## src/rtl/gelato_reconv_stack_if.sv

```systemverilog
// Warp-side bundle for the reconvergence stack: launch, branch and advance
// requests in, live top-of-stack state out.
interface gelato_reconv_stack_if #(
    parameter int ADDR_WIDTH = 32,
    parameter int THREAD_NUM = 32,
    parameter int DEPTH      = 8
);
    localparam int DW = $clog2(DEPTH + 1);

    logic                  init_valid;
    logic [ADDR_WIDTH-1:0] init_pc;
    logic [THREAD_NUM-1:0] init_mask;
    logic                  br_valid;
    logic                  br_ready;
    logic [THREAD_NUM-1:0] br_taken_mask;
    logic [ADDR_WIDTH-1:0] br_taken_pc;
    logic [ADDR_WIDTH-1:0] br_fall_pc;
    logic [ADDR_WIDTH-1:0] br_reconv_pc;
    logic                  adv_valid;
    logic [ADDR_WIDTH-1:0] adv_pc;
    logic                  cur_valid;
    logic [ADDR_WIDTH-1:0] cur_pc;
    logic [THREAD_NUM-1:0] cur_mask;
    logic [DW-1:0]         depth;
    logic                  overflow;

    modport master (
        output init_valid, init_pc, init_mask,
        output br_valid, br_taken_mask, br_taken_pc, br_fall_pc, br_reconv_pc,
        output adv_valid, adv_pc,
        input  br_ready, cur_valid, cur_pc, cur_mask, depth, overflow
    );

    modport slave (
        input  init_valid, init_pc, init_mask,
        input  br_valid, br_taken_mask, br_taken_pc, br_fall_pc, br_reconv_pc,
        input  adv_valid, adv_pc,
        output br_ready, cur_valid, cur_pc, cur_mask, depth, overflow
    );
endinterface

```

## src/rtl/gelato_reconv_stack.sv

```systemverilog
// Per-warp IPDOM divergence/reconvergence stack. Top entry holds the warp's
// live PC and mask; divergent branches push split paths, reaching reconv pops.
module gelato_reconv_stack #(
    parameter int ADDR_WIDTH = 32,
    parameter int THREAD_NUM = 32,
    parameter int DEPTH      = 8
) (
    input  logic                  clk,
    input  logic                  rst,
    gelato_reconv_stack_if.slave  bus
);
    localparam int DW = $clog2(DEPTH + 1);
    localparam int IW = (DEPTH > 1) ? $clog2(DEPTH) : 1;

    logic [ADDR_WIDTH-1:0] pc_reg   [DEPTH];
    logic [ADDR_WIDTH-1:0] rpc_reg  [DEPTH];
    logic [THREAD_NUM-1:0] mask_reg [DEPTH];
    logic [DW-1:0]         depth_reg;
    logic                  overflow_reg;

    logic                  cur_valid;
    logic [IW-1:0]         top_idx;
    logic [IW-1:0]         n_idx;
    logic [IW-1:0]         t_idx;
    logic [ADDR_WIDTH-1:0] top_pc;
    logic [ADDR_WIDTH-1:0] top_rpc;
    logic [THREAD_NUM-1:0] top_mask;
    logic [THREAD_NUM-1:0] t_mask;
    logic [THREAD_NUM-1:0] n_mask;
    logic                  divergent;
    logic                  br_ready;
    logic                  do_br;
    logic                  do_div;
    logic                  do_ovf;
    logic                  do_adv;
    logic                  do_pop;
    logic                  push_n;
    logic                  push_t;
    logic [ADDR_WIDTH-1:0] new_pc;
    logic [DW-1:0]         depth_next;

    assign cur_valid = (depth_reg != '0);
    assign top_idx   = IW'(depth_reg - DW'(1));
    assign top_pc    = pc_reg[top_idx];
    assign top_rpc   = rpc_reg[top_idx];
    assign top_mask  = mask_reg[top_idx];

    assign t_mask    = bus.br_taken_mask & top_mask;
    assign n_mask    = top_mask & ~t_mask;
    assign divergent = (t_mask != '0) && (n_mask != '0);
    assign br_ready  = cur_valid && (depth_reg <= DW'(DEPTH - 2));

    // Uniform branches behave as a plain advance, so they never need free slots.
    assign do_br   = !bus.init_valid && bus.br_valid && cur_valid;
    assign do_div  = do_br && divergent && br_ready;
    assign do_ovf  = do_br && divergent && !br_ready;
    assign do_adv  = (do_br && !divergent) ||
                     (!bus.init_valid && !bus.br_valid && bus.adv_valid && cur_valid);
    assign new_pc  = do_br ? ((t_mask != '0) ? bus.br_taken_pc : bus.br_fall_pc) : bus.adv_pc;
    assign do_pop  = do_adv && (new_pc == top_rpc) && (depth_reg > DW'(1));

    // A path whose start PC is already the reconv point has nothing to execute.
    assign push_n  = do_div && (bus.br_fall_pc  != bus.br_reconv_pc);
    assign push_t  = do_div && (bus.br_taken_pc != bus.br_reconv_pc);
    assign n_idx   = IW'(depth_reg);
    assign t_idx   = push_n ? IW'(depth_reg + DW'(1)) : IW'(depth_reg);

    always_comb begin
        depth_next = depth_reg;
        if (bus.init_valid) begin
            depth_next = DW'(1);
        end else if (do_div) begin
            depth_next = depth_reg + DW'(push_n) + DW'(push_t);
        end else if (do_pop) begin
            depth_next = depth_reg - DW'(1);
        end
    end

    always_ff @(posedge clk or posedge rst) begin
        if (rst) begin
            depth_reg    <= '0;
            overflow_reg <= 1'b0;
        end else begin
            depth_reg <= depth_next;
            if (bus.init_valid) begin
                overflow_reg <= 1'b0;
            end else if (do_ovf) begin
                overflow_reg <= 1'b1;
            end
        end
    end

    for (genvar gi = 0; gi < DEPTH; gi++) begin : g_entry
        logic is_top;
        assign is_top = cur_valid && (top_idx == IW'(gi));

        always_ff @(posedge clk or posedge rst) begin
            if (rst) begin
                pc_reg[gi]   <= '0;
                rpc_reg[gi]  <= '0;
                mask_reg[gi] <= '0;
            end else if (bus.init_valid) begin
                if (gi == 0) begin
                    pc_reg[gi]   <= bus.init_pc;
                    rpc_reg[gi]  <= '1;
                    mask_reg[gi] <= bus.init_mask;
                end
            end else if (push_t && (t_idx == IW'(gi))) begin
                pc_reg[gi]   <= bus.br_taken_pc;
                rpc_reg[gi]  <= bus.br_reconv_pc;
                mask_reg[gi] <= t_mask;
            end else if (push_n && (n_idx == IW'(gi))) begin
                pc_reg[gi]   <= bus.br_fall_pc;
                rpc_reg[gi]  <= bus.br_reconv_pc;
                mask_reg[gi] <= n_mask;
            end else if (do_div && is_top) begin
                pc_reg[gi] <= bus.br_reconv_pc;
            end else if (do_adv && !do_pop && is_top) begin
                pc_reg[gi] <= new_pc;
            end
        end
    end

    assign bus.br_ready  = br_ready;
    assign bus.cur_valid = cur_valid;
    assign bus.cur_pc    = cur_valid ? top_pc   : '0;
    assign bus.cur_mask  = cur_valid ? top_mask : '0;
    assign bus.depth     = depth_reg;
    assign bus.overflow  = overflow_reg;
endmodule

```

## src/flat_wrapper.sv

```systemverilog
// flat-port wrapper written by rule: the top's interface ports become plain ports
module gelato_reconv_stack_flat 
#(
    parameter int ADDR_WIDTH = 32,
    parameter int THREAD_NUM = 32,
    parameter int DEPTH      = 8
)
  (clk, rst, bus_init_valid, bus_init_pc, bus_init_mask, bus_br_valid, bus_br_taken_mask, bus_br_taken_pc, bus_br_fall_pc, bus_br_reconv_pc, bus_adv_valid, bus_adv_pc, bus_br_ready, bus_cur_valid, bus_cur_pc, bus_cur_mask, bus_depth, bus_overflow);
  gelato_reconv_stack_if #(.ADDR_WIDTH(ADDR_WIDTH), .THREAD_NUM(THREAD_NUM), .DEPTH(DEPTH)) bus_i ();
  input  logic clk;
  input  logic rst;
  input wire logic [$bits(bus_i.init_valid)-1:0] bus_init_valid;
  input wire logic [$bits(bus_i.init_pc)-1:0] bus_init_pc;
  input wire logic [$bits(bus_i.init_mask)-1:0] bus_init_mask;
  input wire logic [$bits(bus_i.br_valid)-1:0] bus_br_valid;
  input wire logic [$bits(bus_i.br_taken_mask)-1:0] bus_br_taken_mask;
  input wire logic [$bits(bus_i.br_taken_pc)-1:0] bus_br_taken_pc;
  input wire logic [$bits(bus_i.br_fall_pc)-1:0] bus_br_fall_pc;
  input wire logic [$bits(bus_i.br_reconv_pc)-1:0] bus_br_reconv_pc;
  input wire logic [$bits(bus_i.adv_valid)-1:0] bus_adv_valid;
  input wire logic [$bits(bus_i.adv_pc)-1:0] bus_adv_pc;
  output wire logic [$bits(bus_i.br_ready)-1:0] bus_br_ready;
  output wire logic [$bits(bus_i.cur_valid)-1:0] bus_cur_valid;
  output wire logic [$bits(bus_i.cur_pc)-1:0] bus_cur_pc;
  output wire logic [$bits(bus_i.cur_mask)-1:0] bus_cur_mask;
  output wire logic [$bits(bus_i.depth)-1:0] bus_depth;
  output wire logic [$bits(bus_i.overflow)-1:0] bus_overflow;
  assign bus_i.init_valid = bus_init_valid;
  assign bus_i.init_pc = bus_init_pc;
  assign bus_i.init_mask = bus_init_mask;
  assign bus_i.br_valid = bus_br_valid;
  assign bus_i.br_taken_mask = bus_br_taken_mask;
  assign bus_i.br_taken_pc = bus_br_taken_pc;
  assign bus_i.br_fall_pc = bus_br_fall_pc;
  assign bus_i.br_reconv_pc = bus_br_reconv_pc;
  assign bus_i.adv_valid = bus_adv_valid;
  assign bus_i.adv_pc = bus_adv_pc;
  assign bus_br_ready = bus_i.br_ready;
  assign bus_cur_valid = bus_i.cur_valid;
  assign bus_cur_pc = bus_i.cur_pc;
  assign bus_cur_mask = bus_i.cur_mask;
  assign bus_depth = bus_i.depth;
  assign bus_overflow = bus_i.overflow;
  gelato_reconv_stack #(.ADDR_WIDTH(ADDR_WIDTH), .THREAD_NUM(THREAD_NUM), .DEPTH(DEPTH)) u_core (.clk(clk), .rst(rst), .bus(bus_i));
endmodule
```

## config.mk

```make
export PLATFORM = sky130hd
export DESIGN_NAME = gelato_reconv_stack_flat
export DESIGN_NICKNAME = d
export VERILOG_FILES = /design/src/rtl/gelato_reconv_stack_if.sv /design/src/rtl/gelato_reconv_stack.sv /design/src/flat_wrapper.sv
export SDC_FILE = /design/constraint.sdc
export NUM_CORES = 2
export LEC_CHECK = 0
export ABC_AREA = 1
export CORE_AREA = 4 4 328 395
export DETAILED_ROUTE_END_ITERATION = 8
export DIE_AREA = 0 0 332 399
export SYNTH_ARGS = -nofsm -noshare
export SYNTH_HDL_FRONTEND = slang
export SYNTH_SLANG_ARGS = --single-unit
```

## constraint.sdc

```tcl
create_clock -name clk -period 31.8 [get_ports clk]
set_input_delay 6.36 -clock clk [delete_from_list [all_inputs] [get_ports clk]]
set_output_delay 6.36 -clock clk [all_outputs]
set_load 0.01 [all_outputs]
```

==> qor.csv <==
stage;metric;value;unit
outcome;outcome;finished, final reports clean;
timing;setup-tns-final;0;ps
critical_path;start_kind;input port;
logic_synthesis;yosys_warnings;0;
critical_path;worst-r2r-setup-slack;20510;ps
logic_synthesis;netlist_area;0.04998;mm²
logic_synthesis;netlist.area_leader.share;38.70;%
detailed_routing;routed-via-count;55179;
critical_path;r2r-end;u_core.pc_reg[254];
min_path;hold_class;reg2reg;
floorplanning;ios;300;
placement;place_congestion;0.9996;
min_path;min_to;u_core.rpc_reg[23];
logic_synthesis;ys.flop_type;dfrtp_1;
logic_synthesis;synthAdderAreaFrac;0.2904;%
floorplanning;die_w;332;µm
critical_path;arrival;13980;ps
placement;pre_cts_ws;18080;ps
clock_network;ctsRootBufferMaster;clkbuf_16;
logic_synthesis;netlist-cell-type-count;44;
global_route;grtUsageTotal;34.40;%
critical_path;cp.required;32450;ps
min_path;hold-path-cell-count;2;
finish;layout.nets;7700;
critical_path;r2r.worst_path.cells;35;
clock_network;clkLatencyLatePin;740;ps
floorplanning;core;0.1260;mm²
critical_path;critical_path_class;in2reg;
timing;max_clock_freq;0.07501;GHz
timing;hold_slack;471.7;ps
clock_network;cts.sinks;773;
critical_path;crit_chain;clkdlybuf4s50_1 > inv_1 > nand2_1 > nand4_1 > nor4_1 > nand3_1 > nand2_4 > o21ai_1 > nor2_4 > buf_4 > nand2_4 > nand2_4 > buf_4 > buf_4 > a21oi_4 > buf_4 > nand2_1 > buf_4 > nand2_1 > nand2_1;
timing;maxSlewViolCount;0;
placement;hpwl;142600;µm
floorplanning;std_cell_rows;143;
logic_synthesis;synth_compound_area_share;22.67;%
power_and_ir_drop;power_frac_clock;17.7;%
logic_synthesis;yosys.area.top_type;dfrtp_1;
finish;utilization;45.10;%
clock_network;post_cts.repair.setup_buffers;0;
min_path;min_from;u_core.rpc_reg[23];
timing;finalSetupViolCount;0;
logic_synthesis;synthMuxAreaShare;0;%
logic_synthesis;synth_edf_count;0;
critical_path;timing.critical_path.buf_inv;7;
global_route;antenna_found_initial;15;
clock_network;numCtsBuffers;92;
critical_path;crit_top_cell;buf_4;
floorplanning;initial_utilization;39.68;%
power_and_ir_drop;p_sw_share;49.69;%
logic_synthesis;yosys-top-cells-count;nand2_1 (2464), o21ai_0 (1305), dfrtp_1 (773);
finish;final_cell_count_no_fill;9207;
logic_synthesis;async_flop_share;100.0;%
timing;fin_ws;18470;ps
critical_path;rr_startpoint;u_core.bus.depth[0];
logic_synthesis;synth_area_leaders;dfrtp_1 (39%), nand2_1 (19%), o21ai_0 (13%);
critical_path;crit_fanout;45;
finish;syn_to_final_growth;13.65;%
detailed_routing;via_per_inst;5.993;
floorplanning;chipHeight;399;µm
clock_network;cts-htree-levels;3;
clock_network;cts_resized;0;
detailed_routing;dr.pass1.iters;8;
logic_synthesis;synth_top_family_by_area;simple AND/OR/NAND/NOR gates;
timing;max-slew-margin-rel;11.22;%
timing;hold_viol_final;0;
timing;max_slew.worst_pin.slew;1327;ps
clock_network;clock_path_buffers;3;
logic_synthesis;synth_simple_gate_area_share;28.63;%
power_and_ir_drop;p_seq_share;25.2;%
clock_network;cts_tree;built;
power_and_ir_drop;combPwrFrac;57.1;%
timing;finalCritPeriodShare;41.92;%
critical_path;end_kind;register;
detailed_routing;post_drt_wl_per_cell;25.60;µm
placement;io_buffers;299;
global_route;grt-ovfl-total;0;
logic_synthesis;synthCells;7585;
logic_synthesis;post_synth.cell_area_avg;6.589;µm²
logic_synthesis;yosys.area_share.xor_xnor;0.9588;%
detailed_routing;wl;235700;µm
power_and_ir_drop;vdd_drop_max;0.08528;mV
logic_synthesis;synth_most_common_cell;nand2_1;
critical_path;slowest_delay;1260;ps
critical_path;cp_top_family;buffers and inverters;
finish;drive_gt1_share;5.190;%
power_and_ir_drop;p_leak;0.02810;µW
detailed_routing;route.detailed.drc;0;
run;max_cap_viol_count;0;
clock_network;cts-hold-fix-buffers;0;
logic_synthesis;syn_nets;7825;
placement;dp_cells;9033;
critical_path;worst_path_max_delay_cell;clkdlybuf4s50_1;
power_and_ir_drop;p_int;3126;µW
global_route;grt_pass1_vias;51529;
power_and_ir_drop;power_switching;3087;µW
global_route;grt_pass1_wl;344000;µm
logic_synthesis;ys_seq_area_share;38.70;%
timing;fin_skew;34.46;ps
detailed_routing;drt_iter0_drc;7827;
power_and_ir_drop;p_per_area;109.4;mW/mm²
global_route;grt_max_degree;185;
clock_network;cts.clk_slew.worst_paths;60;ps
timing;rsz0062_at_grt;no;
logic_synthesis;ys_seq_elements;773;
detailed_routing;antenna_left;0;
timing;period_needed;13330;ps
floorplanning;die_area;0.1325;mm²
==> worst max path at each step <==
stage	start	endpoint	slack (ps)	depth (start not counted)
6_report	bus_br_reconv_pc[10]	u_core.pc_reg[254]	18470	20
3_3_place_gp	bus_br_taken_mask[0]	u_core.pc_reg[251]	18220	27
3_5_place_dp	bus_br_taken_mask[0]	u_core.pc_reg[243]	18080	27
2_1_floorplan	rst	u_core.bus.depth[0]	3740	1
5_1_grt	bus_br_taken_mask[0]	u_core.pc_reg[238]	18320	27
4_1_cts	bus_br_taken_mask[0]	u_core.pc_reg[254]	18830	27
==> placed cells by master (no fill, tap or decap), types with 5 or more instances in the layout <==
master,Yosys,final
a31oi_1,58,58
a221oi_1,12,12
clkbuf_1,419,24
xor2_1,7,7
a31o_2,11,11
nand2_4,1,13
or2_2,31,31
clkinv_1,8,7
inv_1,463,458
dfrtp_1,773,772
o21ai_1,104,104
clkbuf_8,0,23
xnor2_1,44,44
a21oi_4,0,8
o21ai_0,1305,1305
nand2_1,2464,2434
nand4_1,16,16
buf_4,4,112
nand3_2,8,10
clkinv_2,0,18
nand3_1,561,557
o22ai_1,67,67
nor2_1,429,429
a21oi_1,269,263
clkdlybuf4s50_1,0,298
nor3_1,21,19
ha_1,10,9
nand2_2,5,23
o211ai_1,239,239
o2111ai_1,5,5
diode_2,0,6
clkbuf_16,0,94
nand3b_1,5,5
inv_2,11,9
==> worst min-delay path, cell delays in order (launching register included) <==
cell     delay [ps]
dfrtp_1         340
nand2_1          50
nand2_1          50
==> per-layer routing <==
| layer | share of wire, % | GRT usage, % | vias up | wire length [µm] |
|---|---|---|---|---|
| li1 | - | - | 24754 | - |
| met1 | 39 | 45.04 | 25905 | 91840 |
| met2 | 41 | 50.21 | 3677 | 97350 |
| met3 | 13 | 10.37 | 833 | 30190 |
| met4 | 6.9 | 20.32 | 10 | 16210 |
| met5 | 0.031 | 0 | - | 73 |
==> cell families (layout without fill, tap and decap cells) <==
family          after synthesis  in the layout
flops                       773            773
compound gates             2082           2082
other cells                   0              6
xor+xnor                     53             53
simple gates               3552           3552
buf+inv                    1114           1063
fa+ha+maj                    11             11
==> power by group through the flow <==
stage | clock (µW) | sequential (µW) | combinational, µW
floorplan | 0 | 1530 | 2190
global placement | 0 | 1560 | 3440
detailed placement | 0 | 1570 | 3460
CTS | 1110 | 1560 | 3480
global route | 1150 | 1610 | 3880
finish | 1100 | 1570 | 3550
==> through the flow <==
| step | power [µW] | instance area (µm²) |
|---|---|---|
| 4_1_cts | 6141 | 56790 |
| 3_3_place_gp | 5002 | 53730 |
| 6_report | 6212 | 56800 |
| 3_5_place_dp | 5035 | 53730 |
| 2_1_floorplan | 3717 | 49980 |
| 5_1_grt | 6637 | 56790 |
==> area by class of cell <==
type / count / area (µm²)
tap: 1667 / 2086
inverter: 482 / 1839
multi-input combinational: 5698 / 26570
sequential: 773 / 19350
fill: 13117 / 69160
timing repair buffer: 413 / 3884
clock inverter: 27 / 302.8
clock buffer: 141 / 2759
antenna: 6 / 15.01
Power figures use the tool's default switching activity.
